===== config.mk =====
export PLATFORM = sky130hd
export DESIGN_NAME = mem_stage_pipe
export DESIGN_NICKNAME = d
export VERILOG_FILES = /design/src/rtl/mem_stage_pipe.sv
export SDC_FILE = /design/constraint.sdc
export NUM_CORES = 1
export LEC_CHECK = 0
export BUFFER_PORTS_ARGS = -buffer_cell sky130_fd_sc_hd__buf_2
export CORE_UTILIZATION = 61
export CTS_CLUSTER_DIAMETER = 100
export DETAILED_ROUTE_END_ITERATION = 16
export PLACE_DENSITY = 0.8
export SETUP_SLACK_MARGIN = 0.3
export SLEW_MARGIN = 20
export SYNTH_ARGS = -nofsm -noshare
export SYNTH_HDL_FRONTEND = slang
export SYNTH_SLANG_ARGS = --single-unit

===== constraint.sdc =====
create_clock -name clk -period 2.6 [get_ports clk]
set_input_delay 0.26 -clock clk [delete_from_list [all_inputs] [get_ports clk]]
set_output_delay 0.26 -clock clk [all_outputs]
set_load 0.03 [all_outputs]

===== src/rtl/mem_stage_pipe.sv =====
// ---------------------------------------------------------------------------------------------
// mem_stage_pipe
//
// Pipelined memory stage that sits between the ALU and register-file writeback. It holds a
// 2**ADDR_W x DATA_W data memory. Each accepted operation may store to the memory. The stage
// registers either the memory read data or the ALU result as the writeback value one cycle
// after acceptance.
//
// After reset, a clear sequencer walks every memory entry and writes zero. No operation is
// accepted until it has finished.
//
// Parameters
//   DATA_W     data / ALU-result width (must be > 8)
//   ADDR_W     address bits; memory depth is 2**ADDR_W
//
// Ports
//   clk        clock, all state changes on the rising edge
//   rst_n      asynchronous active-low reset
//   IN_VALID   upstream presents an operation
//   IN_READY   stage accepts the operation this cycle
//   ALUIN      ALU result; low ADDR_W bits form the memory address
//   WD         store data
//   WE         store enable
//   MR         writeback select: 1 = memory read data, 0 = ALUIN
//   MODE       00/11 = word, 01 = byte zero-extend, 10 = byte sign-extend
//   OUT        registered writeback value
//   OUT_VALID  OUT holds a valid result
//   OUT_READY  downstream consumes OUT
//   BUSY       memory-clear sequence in progress
// ---------------------------------------------------------------------------------------------
module mem_stage_pipe #(
    parameter int unsigned DATA_W = 16,
    parameter int unsigned ADDR_W = 4
) (
    input  logic              clk,
    input  logic              rst_n,
    input  logic              IN_VALID,
    output logic              IN_READY,
    input  logic [DATA_W-1:0] ALUIN,
    input  logic [DATA_W-1:0] WD,
    input  logic              WE,
    input  logic              MR,
    input  logic [1:0]        MODE,
    output logic [DATA_W-1:0] OUT,
    output logic              OUT_VALID,
    input  logic              OUT_READY,
    output logic              BUSY
);

    localparam int unsigned Depth = 2 ** ADDR_W;

    typedef enum logic [0:0] {
        StInit,
        StRun
    } state_e;

    // ---------------------------------------------------------------------------------------
    // Control state
    // ---------------------------------------------------------------------------------------
    state_e             state_q, state_d;
    logic [ADDR_W-1:0]  cnt_q, cnt_d;

    logic               clr_en;
    logic               run;

    // State register
    always_ff @(posedge clk or negedge rst_n) begin
        if (!rst_n) begin
            state_q <= StInit;
            cnt_q   <= '0;
        end else begin
            state_q <= state_d;
            cnt_q   <= cnt_d;
        end
    end

    // Next-state logic: INIT spends exactly one cycle per memory entry
    always_comb begin
        state_d = state_q;
        cnt_d   = cnt_q;
        unique case (state_q)
            StInit: begin
                cnt_d = cnt_q + 1'b1;
                if (cnt_q == {ADDR_W{1'b1}}) begin
                    state_d = StRun;
                end
            end
            StRun: begin
                cnt_d = '0;
            end
            default: begin
                state_d = StInit;
                cnt_d   = '0;
            end
        endcase
    end

    // Output logic
    always_comb begin
        clr_en = 1'b0;
        run    = 1'b0;
        unique case (state_q)
            StInit:  clr_en = 1'b1;
            StRun:   run    = 1'b1;
            default: clr_en = 1'b1;
        endcase
    end

    assign BUSY = clr_en;

    // ---------------------------------------------------------------------------------------
    // Handshake
    // ---------------------------------------------------------------------------------------
    logic              out_valid_q, out_valid_d;
    logic [DATA_W-1:0] out_q, out_d;
    logic              accept;

    // A new operation fits whenever the output slot is empty or is being drained this cycle.
    assign IN_READY = run && (!out_valid_q || OUT_READY);
    assign accept   = IN_VALID && IN_READY;

    // ---------------------------------------------------------------------------------------
    // Memory access
    // ---------------------------------------------------------------------------------------
    logic [DATA_W-1:0] mem_q [Depth];

    logic [ADDR_W-1:0] addr;
    logic [DATA_W-1:0] rword;
    logic [DATA_W-1:0] rdata;
    logic              byte_mode;

    logic              mem_we;
    logic [ADDR_W-1:0] mem_waddr;
    logic [DATA_W-1:0] mem_wdata;

    // Upper ALUIN bits are ignored, so addresses alias modulo the depth.
    assign addr      = ALUIN[ADDR_W-1:0];
    assign rword     = mem_q[addr];
    assign byte_mode = (MODE == 2'b01) || (MODE == 2'b10);

    always_comb begin
        rdata = rword;
        unique case (MODE)
            2'b01:   rdata = {{(DATA_W - 8){1'b0}}, rword[7:0]};
            2'b10:   rdata = {{(DATA_W - 8){rword[7]}}, rword[7:0]};
            default: rdata = rword;
        endcase
    end

    // The clear sequencer owns the write port in INIT; in RUN only accepted stores write.
    always_comb begin
        mem_we    = 1'b0;
        mem_waddr = addr;
        mem_wdata = WD;
        if (clr_en) begin
            mem_we    = 1'b1;
            mem_waddr = cnt_q;
            mem_wdata = '0;
        end else if (accept && WE) begin
            mem_we    = 1'b1;
            mem_waddr = addr;
            // Byte stores merge into the existing word, keeping the upper bits.
            mem_wdata = byte_mode ? {rword[DATA_W-1:8], WD[7:0]} : WD;
        end
    end

    // Memory array has no reset; the INIT sequence provides the known contents.
    always_ff @(posedge clk) begin
        if (mem_we) begin
            mem_q[mem_waddr] <= mem_wdata;
        end
    end

    // ---------------------------------------------------------------------------------------
    // Output register
    // ---------------------------------------------------------------------------------------
    // rword is sampled before the edge that performs a same-cycle write, so a combined
    // store+load returns the old contents.
    always_comb begin
        out_d       = out_q;
        out_valid_d = out_valid_q;
        if (accept) begin
            out_d       = MR ? rdata : ALUIN;
            out_valid_d = 1'b1;
        end else if (OUT_READY) begin
            out_valid_d = 1'b0;
        end
    end

    always_ff @(posedge clk or negedge rst_n) begin
        if (!rst_n) begin
            out_q       <= '0;
            out_valid_q <= 1'b0;
        end else begin
            out_q       <= out_d;
            out_valid_q <= out_valid_d;
        end
    end

    assign OUT       = out_q;
    assign OUT_VALID = out_valid_q;

endmodule

# After elaboration in Yosys (flattened, before gate mapping)
# Memory sizes are Yosys's and may differ from the RTL's.
# Cells that the tools add are included.
dict set report classes {
  addsub 1
  multipliers 0
  div_mod_pow 0
  magnitude_cmp 0
  eq_ne 3
  shift 0
  n_mux 17
  bitwise 1
  reduce_logical 7
}
# cell n
set op_table {}
lappend op_table {{2-to-1 mux 16 bit} 4}
lappend op_table {{one-hot mux 16 bit (2 select lines)} 1}
lappend op_table {{2-to-1 mux 1 bit} 10}
lappend op_table {{one-hot mux 4 bit (2 select lines)} 1}
lappend op_table {{adder 4 x 1 -> 4 bit (second input constant)} 1}
lappend op_table {{equality test 4 bit (second input constant)} 1}
lappend op_table {{2-to-1 mux 4 bit} 1}
lappend op_table {{logical AND 1 bit} 3}
lappend op_table {{equality test 2 x 1 -> 1 bit (second input constant)} 1}
lappend op_table {{equality test 2 bit (second input constant)} 1}
lappend op_table {{logical OR 1 bit} 2}
lappend op_table {{nonzero test 2 bit} 1}
lappend op_table {{logical NOT 1 bit} 1}
lappend op_table {{inverter 1 bit} 1}
dict set report totals {
  regBits 22
  latch_bits 0
  ram_bits 256
  rom_bits 0
  in_bits 40
  out_inout_bits 19
  elab_cells 34
  mem_count 1
}
# memory words word_bits read_ports rd_clocked_by_memory_dff write_ports line_no
set memory_table {}
lappend memory_table {mem_q 16 16 1 0 1 125} ;# logic [DATA_W-1:0] mem_q [Depth];

# Longest topological paths before layout
dict set report depth {
  depth_word 9
  mapped_depth 8
  mapped_depth_nobuf 6
}

# Least setup slack after synthesis
# OpenSTA, ideal clock, no wires.
dict set report synth_path {
  path_type {register -> register}
  from {reg out_valid_q, in the netlist OUT_VALID}
  to {mem mem_q[0][13] (data pin)}
  setup_time_ns 0.340
  arrival_ns 2.201
  t_required_ns 2.260
  path_slack_ns 0.059
  stages_incl_launch_ff 7
  synth_period_minus_slack_ns 2.541
  path_cell_list {dfrtp_1 -> nand2b_1 -> nand4_1 -> nor2_1 -> clkbuf_1 -> nor2_1 -> a211oi_1}
}
dict set report synth_between {
  elab_chain_cells 7
}
# element line_no
set synth_rtl {}
lappend synth_rtl {{start: declaration} 114} ;# logic out_valid_q, out_valid_d;
lappend synth_rtl {{start signal: assignment} 196} ;# out_valid_q <= out_valid_d;
lappend synth_rtl {{logical NOT 1 bit} 119} ;# assign IN_READY = run && (!out_valid_q || OUT_READY);
lappend synth_rtl {{logical OR 1 bit} 119}
lappend synth_rtl {{logical AND 1 bit} 119}
lappend synth_rtl {{logical AND 1 bit} 120} ;# assign accept = IN_VALID && IN_READY;
lappend synth_rtl {{logical AND 1 bit} 159} ;# end else if (accept && WE) begin
lappend synth_rtl {{2-to-1 mux 16 bit} 159}
lappend synth_rtl {{2-to-1 mux 16 bit} 155} ;# if (clr_en) begin
lappend synth_rtl {{via mem_wdata[13]} 134} ;# logic [DATA_W-1:0] mem_wdata;
lappend synth_rtl {{end: declaration} 125}
# The timed path passes the listed nets, and every way through them passes these cells.

# Final worst setup path
dict set report layout_path {
  from {reg state_q}
  to {mem mem_q[11][13], enable pin}
}
dict set report layout_between {
  elab_chain_cells 8
}
# element line_no
set layout_rtl {}
lappend layout_rtl {{start: declaration} 60} ;# state_e state_q, state_d;
lappend layout_rtl {{start signal: assignment} 69} ;# state_q <= StInit;
lappend layout_rtl {{start signal: assignment} 72} ;# state_q <= state_d;
lappend layout_rtl {{2-to-1 mux 1 bit} 102} ;# unique case (state_q)
lappend layout_rtl {{logical AND 1 bit} 119}
lappend layout_rtl {{logical AND 1 bit} 120}
lappend layout_rtl {{logical AND 1 bit} 159}
lappend layout_rtl {{2-to-1 mux 1 bit} 159}
lappend layout_rtl {{2-to-1 mux 1 bit} 155}
lappend layout_rtl {{2-to-1 mux 1 bit} 169} ;# if (mem_we) begin
lappend layout_rtl {{2-to-1 mux 1 bit (not written as such)} 170} ;# mem_q[mem_waddr] <= mem_wdata;
# Several ways; a longest one is shown, not always the timed one.

==> flow_metrics.py <==
metrics = {
    "timing": {
        "maxSlewHeadroom": 0.392,
        "holdWs_ns": 0.00174,
        "worst_pin_slew_ns": 0.910,
        "rsz0062_at_grt": "true",
        "fin_crit_sh": 0.903,
        "setup-violations-final": 0,
        "setup-tns-final_ns": 0,
        "skew_ns": 0.0168,
        "final-hold-violation-count": 0,
        "finalCriticalPeriod_ns": 2.35,
        "drv_slew": 0,
        "fmax_ghz": 0.426,
    },
    "route": {
        "avgViaCountPerCell": 6.56,
        "antenna_left": 0,
        "vias": 6373,
        "drt_iter0_markers": 704,
        "firstDrtPassIters": 5,
        "post_drt_wl_per_cell_microns": 27.7,
        "route.detailed.drc": 0,
        "drt-total-wl_mm": 26.9,
    },
    "placement": {
        "hpwl_mm": 16.6,
        "place_congestion": 0.831,
        "numPortBuffers": 58,
        "dp.cells": 922,
    },
    "grt": {
        "first_global_vias": 6461,
        "grt_pass1_wl_mm": 38.9,
        "grt_max_degree": 25,
        "use_met2": 0.469,
        "grt_util_met1": 0.403,
        "grt_use_total": 0.300,
        "antenna_found_initial": 1,
        "grt_use_met3": 0.0633,
        "grt_overflow_total": 0,
        "top_usage_layer": "met2",
    },
    "floorplan": {
        "core_sq_mm": 0.0175,
        "chipWidth_microns": 137,
        "dieHeight_microns": 137,
        "initial_core_util": 0.633,
        "num_rows": 48,
        "io_pins": 59,
        "die_area_sq_mm": 0.0187,
    },
    "synth": {
        "syn_area_per_cell_sq_um": 18.6,
        "yosysWarnings": 0,
        "yosys.area.top_type": "edfxtp_1",
        "synthCells": 597,
        "post-synth-top-count-cell": "edfxtp_1",
        "yosys-top-cells-count": "edfxtp_1 (256), nor2_1 (52), mux4_2 (44)",
        "synth_flop_cell": "edfxtp_1",
        "syn_area_sq_mm": 0.0111,
        "ys_async_sr_fraction": 0.0791,
        "synth_top_area_share": 0.692,
        "ys_seq_area_frac": 0.742,
        "synth_area_leaders": "edfxtp_1 (69%), mux4_2 (8.9%), dfrtp_1 (5.0%)",
        "yosys.cell_types.count": 45,
        "synth_edf_count": 256,
        "synth-seq-cells": 278,
        "syn-num-nets": 639,
    },
    "cts": {
        "postCtsSetupRepairBufs": 0,
        "cts_max_path_buffers": 3,
        "clk_latency_ns": 0.54,
        "path_clk_slew_ns": 0.07,
        "cts_tree": "yes",
        "htree_levels": 1,
        "numCtsBuffers": 27,
        "clkSinkCount": 278,
        "root_buffer": "clkbuf_16",
    },
    "pwr": {
        "p_leak_nw": 4.63,
        "power_density_mw_per_mm2": 721,
        "max-vdd-ir-drop_uv": 615,
    },
    "setup_path": {
        "worstPathRequired_ns": 2.88,
        "worst_path_max_delay_cell": "clkinvlp_4",
        "critPathMaxStageDelay_ns": 0.39,
        "cp_common_cell": "buf_4",
        "crit_fanout": 24,
        "end_kind": "register",
        "critPathLaunchType": "register",
        "critPathBufInv": 3,
        "crit_family": "buffers and inverters",
        "arrival_ns": 2.63,
        "reg2reg_slack_ns": 0.25,
        "crit_chain": "buf_4, clkinvlp_4, and3_1, a21oi_1, nor2_1, buf_4",
        "critPathKind": "register to register",
    },
    "layout": {
        "fin_util": 0.745,
        "fin_nets": 769,
        "drive_gt1_frac": 0.324,
        "diodes": 0,
        "area_growth_syn_to_layout_pct": 17.6,
        "nFillCells": 960,
        "layoutNonFillerInstCount": 972,
    },
    "outcome": {
        "status": "finished clean",
    },
    "hold_path": {
        "min_path_type": "input pin to register",
    },
    "flow_run": {
        "max_cap_violations": 0,
    },
}
[metrics by stage]
stage | power [mW] | worst slack, ns | cell area (sq um)
detailed placement | 5.87 | -0.191 | 12200
finish | 9.41 | 0.251 | 13100
CTS | 9.43 | 0.322 | 13100
floorplan | 5.56 | 0.0591 | 11100
global route | 9.65 | 0.214 | 13100
global placement | 5.83 | -0.0250 | 12200
[where the power goes]
group	internal, mW	switching [mW]
Clock	2.00	1.62
Combinational	0.299	0.478
Sequential	4.98	0.0323
Total	7.28	2.13
[metal layers]
layer  part of all wire  wire [microns]  vias to the layer above
met3               0.10            2730                       94
met4              0.045            1210                        2
met5             0.0019              52                        -
met1               0.38           10100                     3204
li1                   -               -                     2664
met2               0.48           12800                      409
[cell families after synthesis]
kind of cell               after synthesis  synth area share
DFF                                    278             0.742
muxes                                   94             0.145
buffers and inverters                   37            0.0170
and+or+nand+nor                        102            0.0405
adders and majority gates                2           0.00225
xor gates and xnor gates                 2           0.00158
AOI/OAI and AO/OA                       82            0.0514
[layout make-up]
| class | instances | area (sq um) | area share |
|---|---|---|---|
| Tap cell | 225 | 282 | 0.0216 |
| Multi-Input combinational cell | 282 | 2720 | 0.208 |
| Inverter | 3 | 15.0 | 0.00115 |
| Timing Repair Buffer | 135 | 996 | 0.0763 |
| Clock buffer | 30 | 687 | 0.0526 |
| Clock inverter | 19 | 124 | 0.00949 |
| Sequential cell | 278 | 8240 | 0.631 |
[placed cells by master, fill, tap and decap left out, types with 4 or more instances in the layout]
master     netlist  final
a211oi_2         0      5
a21oi_1         13     13
a221oi_1         7      7
a22o_1           7      7
a22oi_1          8      8
a2bb2oi_1        8      8
and2_1          10     10
buf_12           0     10
buf_2           13     58
buf_4            4     66
clkbuf_16        0     27
clkinv_1         0      4
clkinv_2         0     11
dfrtp_1         22     22
edfxtp_1       256    256
mux2_2           6      6
mux2i_1         37     37
mux4_1           7      7
mux4_2          44     44
nand2_1         24     24
nor2_1          52     45
nor2_2           0      7
o21ai_0         16     16
o21ai_1          4      4
[worst reg2reg max path, cell delays in order (launching register included)]
cell and delay, ns:
dfrtp_1 0.35, buf_4 0.32, clkinvlp_4 0.40, and3_1 0.29, a21oi_1 0.35, nor2_1 0.15
buf_4 0.24
[registers in the layout (all words and copies together) (netlist names)]
register and count:
OUT 16, OUT_VALID 1, state_q 1, cnt_q 4, mem_q 256
[timing repair]
item / in CTS / in global routing
cloned: 0 / 0
hold endpoints to repair: 22 / 0
endpoints found under the setup margin: 16 / 121
gates resized for setup: 1 / 1
hold buffers: 1 / 0
[path summary, 6_finish.rpt]
path	from	end	cells past startpoint
max in group asynchronous	rst_n	OUT[8]	2
min	ALUIN[13]	OUT[13]	3
max	state_q	mem_q[11][13]	6
min reg2reg	OUT[7]	OUT[7]	2
min in group asynchronous	rst_n	OUT[2]	2
max reg2reg	state_q	mem_q[11][13]	6
Note: power is estimated with default switching activity, not from simulation.
